**src/rtl/truth_table_sweeper_pkg.sv**
```systemverilog
// Shared definitions for the truth-table sweeper: FSM encoding, settle limit
// and the default expected table for circuit 1_1.
package truth_table_sweeper_pkg;

  typedef enum logic [1:0] {
    IDLE  = 2'd0,
    DRIVE = 2'd1,
    DONE  = 2'd2
  } state_t;

  localparam int SETTLE_MAX = 15;

  // X = A & (B xnor C) with {A,B,C} = vector index
  localparam logic [7:0] EXPECTED_1_1 = 8'h90;

endpackage

```
**src/rtl/truth_table_sweeper_compare.sv**
```systemverilog
// Capture side of the sweeper: records each sampled output bit into the
// measured table and tracks mismatch count and the lowest failing index.
module tt_compare
  import truth_table_sweeper_pkg::*;
#(
  parameter int N_IN = 3
) (
  input  logic                 clk,
  input  logic                 rst_n,
  input  logic                 clear,
  input  logic                 sample,
  input  logic [N_IN-1:0]      idx,
  input  logic                 dut_out,
  input  logic                 exp_bit,
  output logic [2**N_IN-1:0]   table_out,
  output logic [N_IN:0]        mismatch_cnt,
  output logic [N_IN-1:0]      first_fail_idx,
  output logic                 first_fail_valid
);

  always_ff @(posedge clk or negedge rst_n) begin
    if (!rst_n) begin
      table_out        <= '0;
      mismatch_cnt     <= '0;
      first_fail_idx   <= '0;
      first_fail_valid <= 1'b0;
    end else if (clear) begin
      table_out        <= '0;
      mismatch_cnt     <= '0;
      first_fail_idx   <= '0;
      first_fail_valid <= 1'b0;
    end else if (sample) begin
      table_out[idx] <= dut_out;
      if (dut_out != exp_bit) begin
        mismatch_cnt <= mismatch_cnt + 1'b1;
        // Sweep runs in ascending order, so the first mismatch is the lowest.
        if (!first_fail_valid) begin
          first_fail_idx   <= idx;
          first_fail_valid <= 1'b1;
        end
      end
    end
  end

endmodule

```
**src/rtl/truth_table_sweeper.sv**
```systemverilog
// Drives every input vector of a small combinational block in ascending order,
// samples its output after SETTLE hold cycles and checks it against EXPECTED.
module truth_table_sweeper
  import truth_table_sweeper_pkg::*;
#(
  parameter int                 N_IN     = 3,
  parameter int                 SETTLE   = 2,
  parameter logic [2**N_IN-1:0] EXPECTED = EXPECTED_1_1
) (
  input  logic                 clk,
  input  logic                 rst_n,
  input  logic                 start,
  input  logic                 abort,
  input  logic                 dut_out,
  output logic [N_IN-1:0]      vec_out,
  output logic                 vec_valid,
  output logic                 busy,
  output logic                 done,
  output logic                 pass,
  output logic [2**N_IN-1:0]   table_out,
  output logic [N_IN:0]        mismatch_cnt,
  output logic [N_IN-1:0]      first_fail_idx,
  output logic                 first_fail_valid
);

  localparam logic [N_IN-1:0] LAST_IDX   = N_IN'(2**N_IN - 1);
  localparam logic [3:0]      SETTLE_CNT = 4'(SETTLE);

  // Control: start is accepted only outside DRIVE and only when abort is low;
  // abort is honoured only in DRIVE. No other handshake on this block.
  state_t            state, state_nxt;
  logic [N_IN-1:0]   idx, idx_nxt;
  logic [3:0]        cnt, cnt_nxt;
  logic              clear, sample;

  always_ff @(posedge clk or negedge rst_n) begin
    if (!rst_n) begin
      state <= IDLE;
      idx   <= '0;
      cnt   <= '0;
    end else begin
      state <= state_nxt;
      idx   <= idx_nxt;
      cnt   <= cnt_nxt;
    end
  end

  always_comb begin
    state_nxt = state;
    idx_nxt   = idx;
    cnt_nxt   = cnt;
    clear     = 1'b0;
    sample    = 1'b0;
    unique case (state)
      IDLE, DONE: begin
        if (start && !abort) begin
          state_nxt = DRIVE;
          idx_nxt   = '0;
          cnt_nxt   = '0;
          clear     = 1'b1;
        end
      end
      DRIVE: begin
        // Abort cancels any sample due this cycle; idx clears so vec_out reads 0.
        if (abort) begin
          state_nxt = IDLE;
          idx_nxt   = '0;
          cnt_nxt   = '0;
        end else if (cnt != SETTLE_CNT) begin
          cnt_nxt = cnt + 4'd1;
        end else begin
          sample = 1'b1;
          if (idx == LAST_IDX) begin
            state_nxt = DONE;
          end else begin
            idx_nxt = idx + 1'b1;
            cnt_nxt = '0;
          end
        end
      end
      default: state_nxt = IDLE;
    endcase
  end

  // idx is held through DONE, so vec_out keeps showing the last vector there.
  assign vec_out   = idx;
  assign busy      = (state == DRIVE);
  assign vec_valid = busy;
  assign done      = (state == DONE);
  assign pass      = done && (mismatch_cnt == '0);

  tt_compare #(.N_IN(N_IN)) u_compare (
    .clk              (clk),
    .rst_n            (rst_n),
    .clear            (clear),
    .sample           (sample),
    .idx              (idx),
    .dut_out          (dut_out),
    .exp_bit          (EXPECTED[idx]),
    .table_out        (table_out),
    .mismatch_cnt     (mismatch_cnt),
    .first_fail_idx   (first_fail_idx),
    .first_fail_valid (first_fail_valid)
  );

endmodule

```
**config.mk**
```make
export PLATFORM = sky130hd
export DESIGN_NAME = truth_table_sweeper
export DESIGN_NICKNAME = d
export VERILOG_FILES = /design/src/rtl/truth_table_sweeper_pkg.sv /design/src/rtl/truth_table_sweeper_compare.sv /design/src/rtl/truth_table_sweeper.sv
export SDC_FILE = /design/constraint.sdc
export NUM_CORES = 1
export LEC_CHECK = 0
export ABC_AREA = 1
export BUFFER_PORTS_ARGS = -buffer_cell sky130_fd_sc_hd__buf_2
export CAP_MARGIN = 20
export CORE_ASPECT_RATIO = 1.5
export CORE_MARGIN = 2
export CORE_UTILIZATION = 54
export DETAILED_ROUTE_END_ITERATION = 10
export HOLD_SLACK_MARGIN = 0.08
export PLACE_DENSITY = 0.78
export SYNTH_ARGS = -nofsm -noshare
export SYNTH_HDL_FRONTEND = slang
export SYNTH_HIERARCHICAL = 1
export SYNTH_SLANG_ARGS = --single-unit
```
**constraint.sdc**
```tcl
create_clock -name clk -period 2 [get_ports clk]
set_input_delay 0.6 -clock clk [delete_from_list [all_inputs] [get_ports clk]]
set_output_delay 0.6 -clock clk [all_outputs]
set_load 0.03 [all_outputs]
```
==> summary.md, run 1 <==
| Metric | Value |
|---|---|
| Pwr per Cell Area | 951 nW/µm² |
| FFs w/ async S/R, synth | 1.00 |
| Number of H-tree levels | 1 |
| Ratio of cells with drive above 1 in the final layout | 0.222 |
| Crit path launch type | register |
| Detailed-route vias per instance | 5.32 |
| Dpl cells | 236 |
| Most common cell in the netlist | nand2_1 |
| Reg2Reg Depth | 9 |
| Sequential-to-total area share from yosys stat | 0.446 |
| Slew Viols, Final | 0 |
| Final period util | 0.947 |
| ANT nets after route | 0 |
| Largest cells by area after synthesis | dfrtp_1 (45%), nand2_1 (17%), inv_1 (5.9%) |
| Tightest Pin Transition | 555 ps |
| Vias post-DR | 1277 |
| Finished Layout Cells | 240 |
| Warnings from Yosys | 6 |
| Critical Path RT | 1400 ps |
| Worst Hold Class | in -> async |
| GR Overflow Total | 0 |
| Static Leakage | 0.999 nW |
| Post-synth EDFFs | 0 |
| Detail Placement HPWL | 2170 µm |
| PortBufs | 27 |
| Post-CTS sizing | 0 |
| Drt pass-1 iters | 4 |
| Worst stage delay on the critical path | 450 ps |
| Post-CTS Hold Buffers | 0 |
| Post-Syn Nets | 195 |
| Clock Root Buffer | clkbuf_4 |
| CTS clk-pin slew, worst paths | 140 ps |
| Fin util | 0.653 |
| Die Ht | 66.4 µm |
| TritonCTS clock tree | done |
| Global placer's final weighted congestion | 0.769 |
| Top cell type's share of synthesized area | 0.446 |
| Unique cell type count in the Yosys netlist | 22 |
| Full die area | 3030 µm² |
| WP buf/inv | 2 |
| IO Pins | 28 |
| Antenna cells | 0 |
| Sequential Area | 626 µm² |
| Mapped Cells | 185 |
| RSZ-0062 raised after global routing | false |
| CP cell instances | inv_2 -> nor2_2 -> nand2_1 -> nor3_2 -> buf_2 |
| Period minus WS final | 1890 ps |
| Status | finished clean |
| Max-slew headroom | 0.630 |
| Final Hold Viols | 0 |
| Wire per inst | 11.8 µm |
| Die X | 45.6 µm |
| Max Buffers Root-to-Sink | 2 |
| Synthesis-to-layout area growth | 13.9% |
| Worst-path fanout max | 3 |
| Vias in the first global route | 1199 |
| Synth cell count leaders | nand2_1 (63), dfrtp_1 (25), inv_1 (22) |
| Post-synth top flop | dfrtp_1 |
| Synthesized area | 1400 µm² |
| Row count | 22 |
| Worst-skew pair later-pin latency | 320 ps |
| Core area | 2450 µm² |
| Cts bufs inserted | 3 |
| Syn avg cell area | 7.59 µm² |
| CP endpoint kind | output port |
| Worst Skew | 7.70 ps |
| Slowest CP cell | dfrtp_1 |
| Peak Freq | 528 MHz |
| Largest net degree at the start of global routing | 26 |
| Crit path DAT | 1290 ps |
| First-pass GRT wire length | 4860 µm |
| # DRC | 0 |
| CP Depth | 5 |
| Starting DRC count in detailed routing | 44 |
| Yosys reg bits | 25 |
| Max-cap violations | 0 |
| Total setup buffers inserted after CTS | 0 |
| Setup TNS | 0 ps |
| # nets final | 227 |
| Area of the multi-input gates | 677 µm² |
| Initial Util | 0.573 |
| Peak VDD IR | 0.000635 V |
| Initial antenna violation count | 0 |
| CTS Sinks | 25 |
| Fill cells | 231 |
| Gr usage total | 0.218 |
| Crit path kind | reg -> out |
| Crit path max-delay family | flip-flops |
| Synth area leader | dfrtp_1 |
| Final count of negative-setup-slack endpoints | 0 |
| Routed WL | 2830 µm |
placed cells by master, fill, tap and decap left out, types with 2 or more instances in the layout:
cell	count
nand2_2	5
nand3_1	14
dfrtp_1	25
nor2_2	3
buf_2	27
clkbuf_4	3
inv_2	2
inv_1	22
xor2_1	2
nor2_4	3
ha_1	5
nand4_1	8
buf_4	2
nor2_1	16
nand2_1	63
o21ai_0	7
worst paths after layout:
path / from / to / slack, ps
hold / removal: rst_n / u_compare/mismatch_cnt[1] / 240
hold reg to reg: u_compare/first_fail_idx[1] / u_compare/first_fail_idx[1] / 520
max in group asynchronous: rst_n / u_compare/table_out[3] / 1380
min in group clk: u_compare/first_fail_idx[1] / u_compare/first_fail_idx[1] / 520
setup / recovery: state[1] / pass / 110
setup reg to reg: cnt[0] / u_compare/first_fail_idx[2] / 250
worst register-to-register path, delay by kind of cell (launching register included):
family,cells,cell delay (ps)
buffers and inverters,1,90
flip-flops,1,430
AND/OR/NAND/NOR,7,950
adder cells (fa/ha/maj),1,170
metal layers:
metal | wire [µm] | vias up | global-route usage | part of all wire
met4 | 34 | 0 | 0.110 | 0.012
met3 | 103 | 4 | 0.0355 | 0.036
li1 | - | 645 | - | -
met1 | 1180 | 598 | 0.244 | 0.42
met5 | 0 | - | 0 | 0
met2 | 1510 | 30 | 0.379 | 0.53
logic make-up (layout without fill, tap and decap cells):
| family | after synthesis | in the layout | synth area share |
|---|---|---|---|
| fa+ha+maj | 5 | 5 | 0.0446 |
| xor+xnor | 3 | 3 | 0.0187 |
| simple gates | 117 | 117 | 0.379 |
| compound gates | 9 | 9 | 0.0348 |
| flops | 25 | 25 | 0.446 |
| buf+inv | 26 | 57 | 0.0775 |
power breakdown:
part / total [mW] / leakage (nW) / switching [mW] / internal [mW]
Sequential: 0.667 / 0.343 / 0.0867 / 0.580
Combinational: 0.624 / 0.641 / 0.442 / 0.182
Clock: 0.230 / 0.0150 / 0.152 / 0.0781
Total: 1.52 / 0.999 / 0.680 / 0.841
sequential cells by signal, indices dropped and copies added, names as in the netlist:
| name | flops |
|---|---|
| u_compare/first_fail_idx | 3 |
| cnt | 4 |
| u_compare/mismatch_cnt | 4 |
| vec_out | 3 |
| u_compare/first_fail_valid | 1 |
| state | 2 |
| u_compare/table_out | 8 |
per-stage QoR:
| step | hold WS (ps) | power (mW) | instance area, µm² | worst slack (ps) |
|---|---|---|---|---|
| 5_1_grt | 267 | 1.63 | 1600 | 15.6 |
| 3_3_place_gp | 482 | 1.28 | 1570 | 212 |
| 2_1_floorplan | 304 | 1.14 | 1410 | 145 |
| 6_report | 241 | 1.52 | 1600 | 105 |
| 4_1_cts | 267 | 1.53 | 1600 | 94.1 |
| 3_5_place_dp | 491 | 1.30 | 1570 | 116 |
layout make-up:
class	instances	area share
well taps	24	0.0188
multi-input cells	134	0.423
clock buffers	4	0.0164
flip-flops and latches	25	0.391
inverters	24	0.0563
repair buffers	29	0.0939
No activity file was read; power rests on OpenSTA's default activity.
==> inputs of run 2 (changes only) <==
--- a/config.mk
+++ b/config.mk
@@ -11,6 +11,7 @@
 export CORE_ASPECT_RATIO = 1.5
 export CORE_MARGIN = 2
 export CORE_UTILIZATION = 54
+export CTS_BUF_LIST = sky130_fd_sc_hd__clkbuf_4
 export DETAILED_ROUTE_END_ITERATION = 10
 export HOLD_SLACK_MARGIN = 0.08
 export PLACE_DENSITY = 0.78
==> run 2 against run 1 <==
Against the previous run: final cell count unchanged; combinational power is essentially flat; sequential power about the same; register-to-register slack about the same; critical path type unchanged; critical endpoint unchanged; largest cell class unchanged.
==> summary.md, run 2 (synthesis results as in run 1) <==
| Metric | Value |
|---|---|
| Status | finished clean |
| # DRC | 0 |
| Biggest regs | u_compare/table_out x8, cnt x4, u_compare/mismatch_cnt x4 |
| Vias in the first global route | 1198 |
| Flop pwr share | 0.434 |
| Global placer's final weighted congestion | 0.769 |
| Finished Layout Cells | 240 |
| Most common cell after layout, fill and taps aside | nand2_1 |
| Int Pwr | 0.854 mW |
| RSZ-0062 raised after global routing | false |
| Clock Root Buffer | clkbuf_4 |
| Post-CTS Hold Buffers | 0 |
| Die X | 45.6 µm |
| Vias post-DR | 1285 |
| Max Buffers Root-to-Sink | 2 |
| Initial antenna violation count | 0 |
| Slew Viols, Final | 0 |
| Area of the multi-input gates | 677 µm² |
| Final period util | 0.958 |
| GR Overflow Total | 0 |
| ANT nets after route | 0 |
| Post-route cell area | 1600 µm² |
| Total setup buffers inserted after CTS | 0 |
| Comb pwr share | 0.406 |
| Tightest Pin Transition | 564 ps |
| Final count of negative-setup-slack endpoints | 0 |
| Cts bufs inserted | 3 |
| Die Ht | 66.4 µm |
| Clock network fraction of total power | 0.161 |
| Peak Freq | 522 MHz |
| Setup TNS | 0 ps |
| Largest Register | u_compare/table_out |
| Reg2Reg Depth | 9 |
| Critical Path RT | 1400 ps |
| DP Area | 1570 µm² |
| CTS clk-pin slew, worst paths | 140 ps |
| R2R Setup Slk | 260 ps |
| Dpl cells | 236 |
| Detailed-route vias per instance | 5.35 |
| Antenna cells | 0 |
| Starting DRC count in detailed routing | 40 |
| Ratio of cells with drive above 1 in the final layout | 0.227 |
| CP endpoint kind | output port |
| Number of H-tree levels | 1 |
| Detail Placement HPWL | 2170 µm |
| Full die area | 3030 µm² |
| Worst-path fanout max | 3 |
| Crit path launch type | register |
| Row count | 22 |
| Worst Skew | 5.82 ps |
| Net Sw Power | 0.683 mW |
| Crit path kind | reg -> out |
| TritonCTS clock tree | done |
| Net switching fraction of the power | 0.444 |
| PortBufs | 27 |
| Max reg flops | 8 |
| Final Hold Viols | 0 |
| CTS Sinks | 25 |
| Fin util | 0.654 |
| First-pass GRT wire length | 4860 µm |
| Core area | 2450 µm² |
| Worst-skew pair later-pin latency | 330 ps |
| Largest net degree at the start of global routing | 26 |
| Final hold slack | 238 ps |
| Worst Hold Class | in -> async |
| Crit path DAT | 1320 ps |
| Period minus WS final | 1920 ps |
| Gr usage total | 0.219 |
| Pwr per Cell Area | 959 nW/µm² |
| Synthesis-to-layout area growth | 14.2% |
| Reg2reg start | cnt[0] |
| Initial Util | 0.573 |
| Static Leakage | 1.00 nW |
| Most frequent cells in the layout | nand2_1 (63), buf_2 (27), dfrtp_1 (25) |
| # nets final | 227 |
| Wire per inst | 11.9 µm |
| Critical R2R Capture | u_compare/first_fail_idx[2] |
| Peak VDD IR | 0.000642 V |
| IO Pins | 28 |
| Fill cells | 232 |
| Sequential Area | 626 µm² |
| Post-CTS sizing | 0 |
| Routed WL | 2860 µm |
| Max-cap violations | 0 |
| Max-slew headroom | 0.624 |
| Drt pass-1 iters | 4 |
-- run 2: changes by cell type in the layout (fill, tap and decap cells not counted) --
cell and change:
clkbuf_4 +1, clkbuf_1 -1
-- run 2: layout make-up --
type                       instances  area share
clock buffer                       4      0.0187
inverter                          24      0.0562
multi-input combinational        134       0.422
sequential                        25       0.390
tap                               24      0.0187
timing repair buffer              29      0.0937
-- run 2: worst max-delay path by stage --
stage	depth (start not counted)	slack [ps]	to	from
after CTS	5	80	pass	state[1]
after floorplan	4	150	pass	state[1]
after detailed placement	9	120	u_compare/first_fail_idx[2]	abort
after global placement	9	210	u_compare/first_fail_idx[2]	abort
after global routing	5	20	pass	state[1]
final	5	80	pass	state[1]
-- run 2: worst max-delay path, cell delays in order, from the launching register on --
cell     delay [ps]
dfrtp_1         450
inv_2            60
nor2_2          100
nand2_1          70
nor3_2           90
buf_2           210
-- run 2: layer usage --
metal	up-vias	share of wire	GRT usage
met3	4	0.043	0.0355
li1	643	-	-
met1	601	0.41	0.246
met4	0	0.015	0.121
met5	-	0	0
met2	37	0.53	0.375
-- run 2: power by group through the flow --
| stage | Combinational (mW) | Clock, mW | Sequential [mW] |
|---|---|---|---|
| after CTS | 0.628 | 0.253 | 0.666 |
| after global routing | 0.694 | 0.277 | 0.676 |
| after detailed placement | 0.623 | 0 | 0.676 |
| after global placement | 0.610 | 0 | 0.670 |
| after floorplan | 0.368 | 0 | 0.770 |
| final | 0.624 | 0.247 | 0.667 |
-- run 2: metrics by stage --
stage	total power, mW	setup WS (ps)
final	1.54	84.8
after global routing	1.65	15.6
after CTS	1.55	83.5
after detailed placement	1.30	116
after global placement	1.28	212
after floorplan	1.14	145
